<file path="config.mk">
export PLATFORM = sky130hd
export DESIGN_NAME = multicycle_controller
export DESIGN_NICKNAME = d
export VERILOG_FILES = /design/src/rtl/multicycle_controller_pkg.sv /design/src/rtl/multicycle_controller_alu_decoder.sv /design/src/rtl/multicycle_controller.sv
export SDC_FILE = /design/constraint.sdc
export NUM_CORES = 1
export LEC_CHECK = 0
export BUFFER_PORTS_ARGS = -buffer_cell sky130_fd_sc_hd__clkbuf_2
export CAP_MARGIN = 30
export CORE_MARGIN = 2
export CORE_UTILIZATION = 47
export CTS_BUF_LIST = sky130_fd_sc_hd__clkbuf_2
export DETAILED_ROUTE_END_ITERATION = 12
export GPL_ROUTABILITY_DRIVEN = 0
export HOLD_SLACK_MARGIN = 0.05
export PLACE_DENSITY = 0.81
export SLEW_MARGIN = 5
export SYNTH_ARGS = -nofsm -noshare
export SYNTH_HDL_FRONTEND = slang
export SYNTH_HIERARCHICAL = 1
export SYNTH_SLANG_ARGS = --single-unit
export TNS_END_PERCENT = 10
</file>
<file path="constraint.sdc">
create_clock -name i_clk -period 2.5 [get_ports i_clk]
set_clock_uncertainty 0.05 [all_clocks]
set_input_delay 0.25 -clock i_clk [delete_from_list [all_inputs] [get_ports i_clk]]
set_output_delay 0.25 -clock i_clk [all_outputs]
set_load 0.02 [all_outputs]
</file>
<file path="src/rtl/multicycle_controller_pkg.sv">
// Shared types and constants for the multicycle RV32I control unit.
package multicycle_controller_pkg;

  // Major opcodes, instr[6:0].
  typedef enum logic [6:0] {
    OpLoad  = 7'b0000011,
    OpStore = 7'b0100011,
    OpR     = 7'b0110011,
    OpIAlu  = 7'b0010011,
    OpB     = 7'b1100011,
    OpJal   = 7'b1101111,
    OpJalr  = 7'b1100111
  } opcode_t;

  typedef enum logic [1:0] {
    AluOpLoadStore = 2'b00,
    AluOpBranch    = 2'b01,
    AluOpMath      = 2'b10
  } alu_op_t;

  typedef enum logic [2:0] {
    AluAnd = 3'b000,
    AluOr  = 3'b001,
    AluAdd = 3'b010,
    AluSub = 3'b110,
    AluSlt = 3'b111
  } alu_control_t;

  typedef enum logic [1:0] {
    ImmI = 2'b00,
    ImmS = 2'b01,
    ImmB = 2'b10,
    ImmJ = 2'b11
  } imm_src_t;

  localparam logic [1:0] IMM_SRC_B_TYPE = 2'b10;
  localparam logic [1:0] IMM_SRC_J_TYPE = 2'b11;
  localparam logic [2:0] FUN3_BEQ       = 3'b000;

  typedef enum logic [1:0] {
    SrcAPc    = 2'b00,
    SrcAOldPc = 2'b01,
    SrcARs1   = 2'b10
  } alu_src_a_t;

  typedef enum logic [1:0] {
    SrcBRs2  = 2'b00,
    SrcBImm  = 2'b01,
    SrcBFour = 2'b10
  } alu_src_b_t;

  typedef enum logic [1:0] {
    ResAluOut    = 2'b00,
    ResReadData  = 2'b01,
    ResAluResult = 2'b10
  } result_src_t;

  typedef enum logic [3:0] {
    StFetch,
    StDecode,
    StMemAdr,
    StMemRead,
    StMemWb,
    StMemWrite,
    StExecuteR,
    StExecuteI,
    StAluWb,
    StBeq,
    StJal,
    StJalrAdr,
    StTrap
  } ctrl_state_t;

endpackage

</file>
<file path="src/rtl/multicycle_controller_alu_decoder.sv">
// ALU decoder: maps the coarse ALU operation plus funct fields to an ALU control code.
module multicycle_controller_alu_decoder
  import multicycle_controller_pkg::*;
(
  input  logic [1:0] i_alu_op,
  input  logic [2:0] i_funct3,
  input  logic       i_op5,
  input  logic       i_funct7b5,
  output logic [2:0] o_alu_control
);

  // Decode ALU control; only R-type (op[5]=1) with funct7b5 selects subtract.
  always_comb begin
    o_alu_control = AluAdd;
    unique case (i_alu_op)
      AluOpLoadStore: o_alu_control = AluAdd;
      AluOpBranch:    o_alu_control = AluSub;
      AluOpMath: begin
        case (i_funct3)
          3'b000:  o_alu_control = (i_op5 & i_funct7b5) ? AluSub : AluAdd;
          3'b010:  o_alu_control = AluSlt;
          3'b110:  o_alu_control = AluOr;
          3'b111:  o_alu_control = AluAnd;
          default: o_alu_control = AluAdd;
        endcase
      end
      default: o_alu_control = AluAdd;
    endcase
  end

endmodule

</file>
<file path="src/rtl/multicycle_controller.sv">
// Moore control FSM of the multicycle RV32I core; drives datapath enables and mux selects.
module multicycle_controller
  import multicycle_controller_pkg::*;
(
  input  logic       i_clk,
  input  logic       i_rst,
  input  logic [6:0] i_op,
  input  logic [2:0] i_funct3,
  input  logic       i_funct7b5,
  input  logic       i_zero,
  output logic       o_pc_write,
  output logic       o_adr_src,
  output logic       o_mem_write,
  output logic       o_ir_write,
  output logic [1:0] o_result_src,
  output logic [1:0] o_alu_src_a,
  output logic [1:0] o_alu_src_b,
  output logic [1:0] o_imm_src,
  output logic [2:0] o_alu_control,
  output logic       o_reg_write,
  output logic       o_retire,
  output logic       o_illegal
);

  ctrl_state_t r_state;
  ctrl_state_t w_next_state;

  logic [1:0] w_alu_op;
  logic [2:0] w_alu_control;
  logic [1:0] w_imm_src;
  logic [1:0] w_result_src;
  logic [1:0] w_src_a;
  logic [1:0] w_src_b;
  logic       w_pc_update;
  logic       w_branch;
  logic       w_ir_write;
  logic       w_adr_src;
  logic       w_mem_write;
  logic       w_reg_write;
  logic       w_retire;
  logic       w_illegal;

  // State register with synchronous reset to FETCH.
  always_ff @(posedge i_clk) begin
    if (i_rst) begin
      r_state <= StFetch;
    end else begin
      r_state <= w_next_state;
    end
  end

  // Next-state logic; op/funct are only consulted from DECODE onward.
  always_comb begin
    w_next_state = r_state;
    unique case (r_state)
      StFetch: w_next_state = StDecode;
      StDecode: begin
        case (i_op)
          OpLoad, OpStore: w_next_state = StMemAdr;
          OpR:             w_next_state = StExecuteR;
          OpIAlu:          w_next_state = StExecuteI;
          OpB:             w_next_state = (i_funct3 == FUN3_BEQ) ? StBeq : StTrap;
          OpJal:           w_next_state = StJal;
          OpJalr:          w_next_state = StJalrAdr;
          default:         w_next_state = StTrap;
        endcase
      end
      StMemAdr:   w_next_state = (i_op == OpLoad) ? StMemRead : StMemWrite;
      StMemRead:  w_next_state = StMemWb;
      StMemWb:    w_next_state = StFetch;
      StMemWrite: w_next_state = StFetch;
      StExecuteR: w_next_state = StAluWb;
      StExecuteI: w_next_state = StAluWb;
      StAluWb:    w_next_state = StFetch;
      StBeq:      w_next_state = StFetch;
      StJalrAdr:  w_next_state = StJal;
      StJal:      w_next_state = StAluWb;
      StTrap:     w_next_state = StTrap;
      default:    w_next_state = StFetch;
    endcase
  end

  // Per-state Moore control values before reset gating.
  always_comb begin
    w_alu_op     = AluOpLoadStore;
    w_pc_update  = 1'b0;
    w_branch     = 1'b0;
    w_ir_write   = 1'b0;
    w_adr_src    = 1'b0;
    w_mem_write  = 1'b0;
    w_result_src = ResAluOut;
    w_src_a      = SrcAPc;
    w_src_b      = SrcBRs2;
    w_reg_write  = 1'b0;
    w_retire     = 1'b0;
    w_illegal    = 1'b0;
    unique case (r_state)
      StFetch: begin
        w_ir_write   = 1'b1;
        w_pc_update  = 1'b1;
        w_src_a      = SrcAPc;
        w_src_b      = SrcBFour;
        w_result_src = ResAluResult;
      end
      StDecode: begin
        w_src_a = SrcAOldPc;
        w_src_b = SrcBImm;
      end
      StMemAdr, StJalrAdr: begin
        w_src_a = SrcARs1;
        w_src_b = SrcBImm;
      end
      StMemRead: w_adr_src = 1'b1;
      StMemWb: begin
        w_result_src = ResReadData;
        w_reg_write  = 1'b1;
        w_retire     = 1'b1;
      end
      StMemWrite: begin
        w_adr_src   = 1'b1;
        w_mem_write = 1'b1;
        w_retire    = 1'b1;
      end
      StExecuteR: begin
        w_src_a  = SrcARs1;
        w_src_b  = SrcBRs2;
        w_alu_op = AluOpMath;
      end
      StExecuteI: begin
        w_src_a  = SrcARs1;
        w_src_b  = SrcBImm;
        w_alu_op = AluOpMath;
      end
      StAluWb: begin
        w_reg_write = 1'b1;
        w_retire    = 1'b1;
      end
      StBeq: begin
        w_src_a  = SrcARs1;
        w_src_b  = SrcBRs2;
        w_alu_op = AluOpBranch;
        w_branch = 1'b1;
        w_retire = 1'b1;
      end
      StJal: begin
        w_src_a     = SrcAOldPc;
        w_src_b     = SrcBFour;
        w_pc_update = 1'b1;
      end
      StTrap:  w_illegal = 1'b1;
      default: w_illegal = 1'b0;
    endcase
  end

  // Immediate format depends only on the opcode.
  always_comb begin
    w_imm_src = ImmI;
    case (i_op)
      OpStore: w_imm_src = ImmS;
      OpB:     w_imm_src = IMM_SRC_B_TYPE;
      OpJal:   w_imm_src = IMM_SRC_J_TYPE;
      default: w_imm_src = ImmI;
    endcase
  end

  multicycle_controller_alu_decoder u_alu_decoder (
    .i_alu_op      (w_alu_op),
    .i_funct3      (i_funct3),
    .i_op5         (i_op[5]),
    .i_funct7b5    (i_funct7b5),
    .o_alu_control (w_alu_control)
  );

  // Output drive; everything held low while reset is asserted.
  always_comb begin
    o_pc_write    = 1'b0;
    o_adr_src     = 1'b0;
    o_mem_write   = 1'b0;
    o_ir_write    = 1'b0;
    o_result_src  = 2'b00;
    o_alu_src_a   = 2'b00;
    o_alu_src_b   = 2'b00;
    o_imm_src     = 2'b00;
    o_alu_control = 3'b000;
    o_reg_write   = 1'b0;
    o_retire      = 1'b0;
    o_illegal     = 1'b0;
    if (!i_rst) begin
      o_pc_write    = w_pc_update | (w_branch & i_zero);
      o_adr_src     = w_adr_src;
      o_mem_write   = w_mem_write;
      o_ir_write    = w_ir_write;
      o_result_src  = w_result_src;
      o_alu_src_a   = w_src_a;
      o_alu_src_b   = w_src_b;
      o_imm_src     = w_imm_src;
      o_alu_control = w_alu_control;
      o_reg_write   = w_reg_write;
      o_retire      = w_retire;
      o_illegal     = w_illegal;
    end
  end

endmodule
</file>
== After elaboration in Yosys (flattened, before gate mapping) ==
Cells that the tools add are included.
W data, S select, Z words.
Cells by class
  eq/ne operators: 24
  bitwise gates (word level): 3
  reductions and logical operators: 12
  multiplexer cells: 32
Operators by type and width (number)
  $pmux W4 S7: 1
  $pmux W4 S6: 1
  $eq A7 B7 Y1 const B: 3
  $eq A4 B4 Y1 const B: 5
  $eq A4 B3 Y1 const B: 4
  $pmux W2 S2: 4
  $mux W1: 15
  $eq A7 B6 Y1 const B: 2
  $mux W3: 4
  $pmux W3 S4: 1
  $reduce_or A2 Y1: 6
  $eq A4 B2 Y1 const B: 2
  $mux W2: 4
  $reduce_or A4 Y1: 2
  $eq A7 B2 Y1 const B: 1
  $eq A7 B5 Y1 const B: 1
  $eq A3 B3 Y1 const B: 2
  $pmux W2 S3: 1
  $pmux W3 S2: 1
  $reduce_or A5 Y1: 1
  $eq A4 B1 Y1 const B: 1
  $logic_not A4 Y1: 1
  $eq A3 B2 Y1 const B: 1
  $logic_not A3 Y1: 1
  5 further kinds: 6
Storage, ports and cells
  output and inout port bits: 18
  flip-flop bits (word level): 4
  input bits: 14
  logic and storage cells: 72

== Logic depth before layout (Yosys ltp) ==
  word-level depth: 6
  mapped depth: 8
  mapped depth without buffers: 8

== Modules after synthesis ==
Netlist, hierarchy kept.
Modules (own cells, without submodules)
  multicycle_controller: area an instance 594.3 µm², instances 1, cells each 90, sequential area each 80.1 µm²
  multicycle_controller_alu_decoder: area an instance 78.8 µm², instances 1, cells each 11, sequential area each 0.0 µm²

== Least setup slack after synthesis ==
No wires, ideal clock.
  kind: flip-flop to output port
  start: register r_state[1]
  end: output o_alu_control[2]
  cell stages (with the launch flop): 8
  setup slack: 0.052 ns
  path buffers: 1
  arrival time: 2.148 ns
  data required time: 2.200 ns
  cell sequence: dfxtp_1 clkbuf_1 nor2b_1 and2_1 ha_1 or4b_1 o22ai_1 nor2b_1
Between the ends
  longest elaborated chain between the ends: 6
  elaborated cells between the ends (all ways): 9
  classes of those cells: eq/ne: 5; mux: 3; reduce/logical: 1
Ends and longest elaborated chain
  from (decl): RTL line multicycle_controller.sv:25  | ctrl_state_t r_state;
  from (signal assigned): RTL line multicycle_controller.sv:46  | r_state <= StFetch;
  from (signal assigned): RTL line multicycle_controller.sv:48  | r_state <= w_next_state;
  $eq A4 B3 Y1: RTL line multicycle_controller.sv:97  | unique case (r_state)
  $reduce_or A2 Y1 (no line)
  $pmux W2 S2 (*): RTL line multicycle_controller.sv:97
  named net w_alu_op[1]: RTL line multicycle_controller.sv:28  | logic [1:0] w_alu_op;
  $eq A2 B2 Y1 or $eq A2 B1 Y1 (tied branches): RTL line multicycle_controller_alu_decoder.sv:15  | unique case (i_alu_op)
  $pmux W3 S2 (*): RTL line multicycle_controller_alu_decoder.sv:15
  named net w_alu_control[2]: RTL line multicycle_controller.sv:29  | logic [2:0] w_alu_control;
  $mux W3 (*): RTL line multicycle_controller.sv:188  | if (!i_rst) begin
  to (decl): RTL line multicycle_controller.sv:19  | output logic [2:0] o_alu_control,
The timed path passes the listed nets; every way through them passes the cells marked *.

== Worst setup path after layout ==
Same ends and word-level chain as after synthesis.

==> key figures <==
Placement
  • Placement Cell Area: 843.3 um2
  • I/O Buffers: 31
  • Hpwl dp: 1447 um

Run
  • Max-cap viol count: 0

Detailed routing
  • DR vias/cell: around 5.9
  • Antenna Nets Post-Route: 0
  • DRC viols: 0
  • WL per Instance: between 10 and 15 um
  • DRT Pass-1 Iters: 4
  • WL final: between 1500 and 2000 um
  • Routed via count: 863
  • Initial DRC Count: 21

Layout
  • Reg with most FFs: r_state
  • Share of cells above drive strength 1: 0.3435
  • Layout overhead on the synthesized area: 30.48%
  • FILL cells: 121
  • Largest register FFs: 4
  • Nets: roughly 150
  • Biggest regs: r_state: 4 flops
  • Register area: about 80 um2
  • Diode count: 0
  • Final instance area: between 800 and 900 um2
  • Area of the multi-input gates: 558.0 um2

STA
  • Max-slew violation count: 0
  • Post-route setup TNS: 0 ns
  • RSZ-0062 raised after global routing: false
  • Final period util: 0.9465
  • Relative slew margins: 0.6484
  • Final min period: around 2.4 ns
  • Fmax: about 0.42 GHz
  • Setup violations, final: 0
  • Worst-Margin Slew: around 0.52 ns
  • Final Hold Fails: 0

Pwr
  • Pwr Density: about 370 mW/mm2
  • Leak Pwr: 0.0003910 uW
  • Maximum vdd drop: roughly 0.00021 V

CTS
  • CTS hold repair buffers: 0
  • Clk root buf: clkbuf_2
  • CTS sink count: 4
  • CTS max path bufs: 2
  • Depth of the CTS H-tree: 1
  • Total CTS buffers: 3
  • CTS resizes: 0
  • Setup Fix Bufs, Post-CTS: 0
  • Clk slew on worst S/H paths: approximately 0.050 ns
  • Worst-Skew Late Latency: 0.21 ns
  • CTS tree: yes

Status
  • Outcome: finished, final reports clean

Floorplan
  • Die X: about 42 um
  • Core Area: 0.001318 mm2
  • Die H: roughly 42 um
  • I/O pin cnt: 32
  • # rows: 13
  • Die Area: between 0.0015 and 0.002 mm2
  • Initial Util: 0.5109

Setup path
  • Critical path class: reg2out
  • Critical path startpoint category: register
  • Req. time, crit path: 2.20 ns
  • Endpoint class of the critical path: output port
  • Critical Path AT: 2.07 ns
  • CP Max Fanout: 3

Synth
  • Area contributors post-synth: dfxtp_1 12%, nor3_1 6.7%, nor2b_1 6.5%
  • Synth Register Bits: 4
  • Top post-synthesis cells by count: 11 x nor2_1, 9 x nor3_1, 7 x a21oi_1, 7 x nor2b_1, 6 x nand2_1
  • Synth top area share: 0.1190
  • Synth cell types: between 40 and 50
  • Number of flops mapped to enable cells by yosys: 0
  • Dominant synthesized flop cell: dfxtp_1
  • Gate Count Post-Synth: 101
  • Asr flop ratio synth: 0
  • Synth Area per Inst: about 6.7 um2
  • Synthesized Nets: 117
  • Post-Syn Area: 673.1 um2
  • Largest area contributor in the netlist: dfxtp_1
  • Seq/Total Area, Yosys: 0.1190
  • Number of synthesis warnings: 6
  • Most common cell in the netlist: nor2_1

Global route
  • Initial antenna violation count: 0
  • Largest net degree at the start of global routing: 19
  • Vias in the first global route: 743
  • Wire length of the first global-routing pass: approximately 3000 um
  • Gr ovfl total: 0
  • Gr usage total: 0.2263

Min path
  • Hold/Removal Path Class: in2reg
==> worst max-delay path, stage by stage (launching register included) <==
cell and delay [ns]:
dfxtp_1 0.34, nor2b_2 0.13, nand2_1 0.08, nor2_2 0.11, inv_1 0.08, ha_4 0.24
or4b_1 0.46, o22ai_1 0.12, nor2b_1 0.14, buf_4 0.15
==> cells by family after synthesis <==
| group | after synthesis | share of synthesized area |
|---|---|---|
| compound gates | 20 | 0.1989 |
| xor+xnor | 3 | 0.03904 |
| fa+ha+maj | 2 | 0.03717 |
| buf+inv | 12 | 0.07807 |
| flops | 4 | 0.1190 |
| mux | 1 | 0.01487 |
| simple gates | 59 | 0.5130 |
==> power by group <==
part	leakage [uW]	total, uW	switching, uW	internal (uW)
clock network	0.0000125	59.7	27.3	32.4
registers	0.0000328	75.8	5.11	70.7
logic	0.000346	186	114	71.6
==> per-stage QoR <==
step                      hold slack, ns  worst slack, ns  cells  power, uW  utilization
final                             0.3714           0.1338    146      321.3       0.6667
after CTS                         0.3472          0.04488    146      318.7       0.6515
after global placement            0.5652           0.3211    143      255.5       0.6401
after detailed placement          0.5617           0.2620    143      259.1       0.6401
after global routing              0.3878        0.0006852    146      350.2       0.6667
after floorplan                   0.3646          0.05195    101      201.1            -
==> placed cells by master, fill, tap and decap left out, types with 2 or more instances in the layout <==
cell type	Yosys	final
and2_1	2	2
nand2_1	6	6
nand2b_1	2	2
nor2b_1	7	6
nor2_1	11	10
dfxtp_1	4	4
o22ai_1	2	2
and3_1	2	2
nand4_1	2	2
buf_4	1	6
inv_1	3	3
nor4_1	4	4
a21o_1	2	2
or3_1	3	3
nor3_1	9	9
nand3b_1	2	2
nand3_1	2	2
xor2_1	2	2
a21oi_1	7	7
clkbuf_2	1	33
==> path summary, 6_finish.rpt <==
path	cells after the start	slack, ns	startpoint	end
max	9	0.13	r_state[1]$_SDFF_PP0_	o_alu_control[2]
min	3	0.37	i_op[4]	r_state[2]$_SDFF_PP0_
max reg2reg	5	1.00	r_state[2]$_SDFF_PP0_	r_state[1]$_SDFF_PP0_
min reg2reg	2	0.59	r_state[0]$_SDFF_PP0_	r_state[0]$_SDFF_PP0_
==> cell type report <==
type,instances,area share
inverters,3,0.01282
well taps,15,0.02137
repair buffers,36,0.2222
multi-input cells,85,0.6353
flip-flops and latches,4,0.09117
clock buffers,3,0.01709
==> layer usage <==
layer	up-vias	global-route usage	wire, um
met3	2	0.03913	118
met4	0	0.1355	21
met2	33	0.3813	888
li1	433	-	-
met5	-	0	0
met1	395	0.2637	847
No activity file was read; power rests on OpenSTA's default activity.
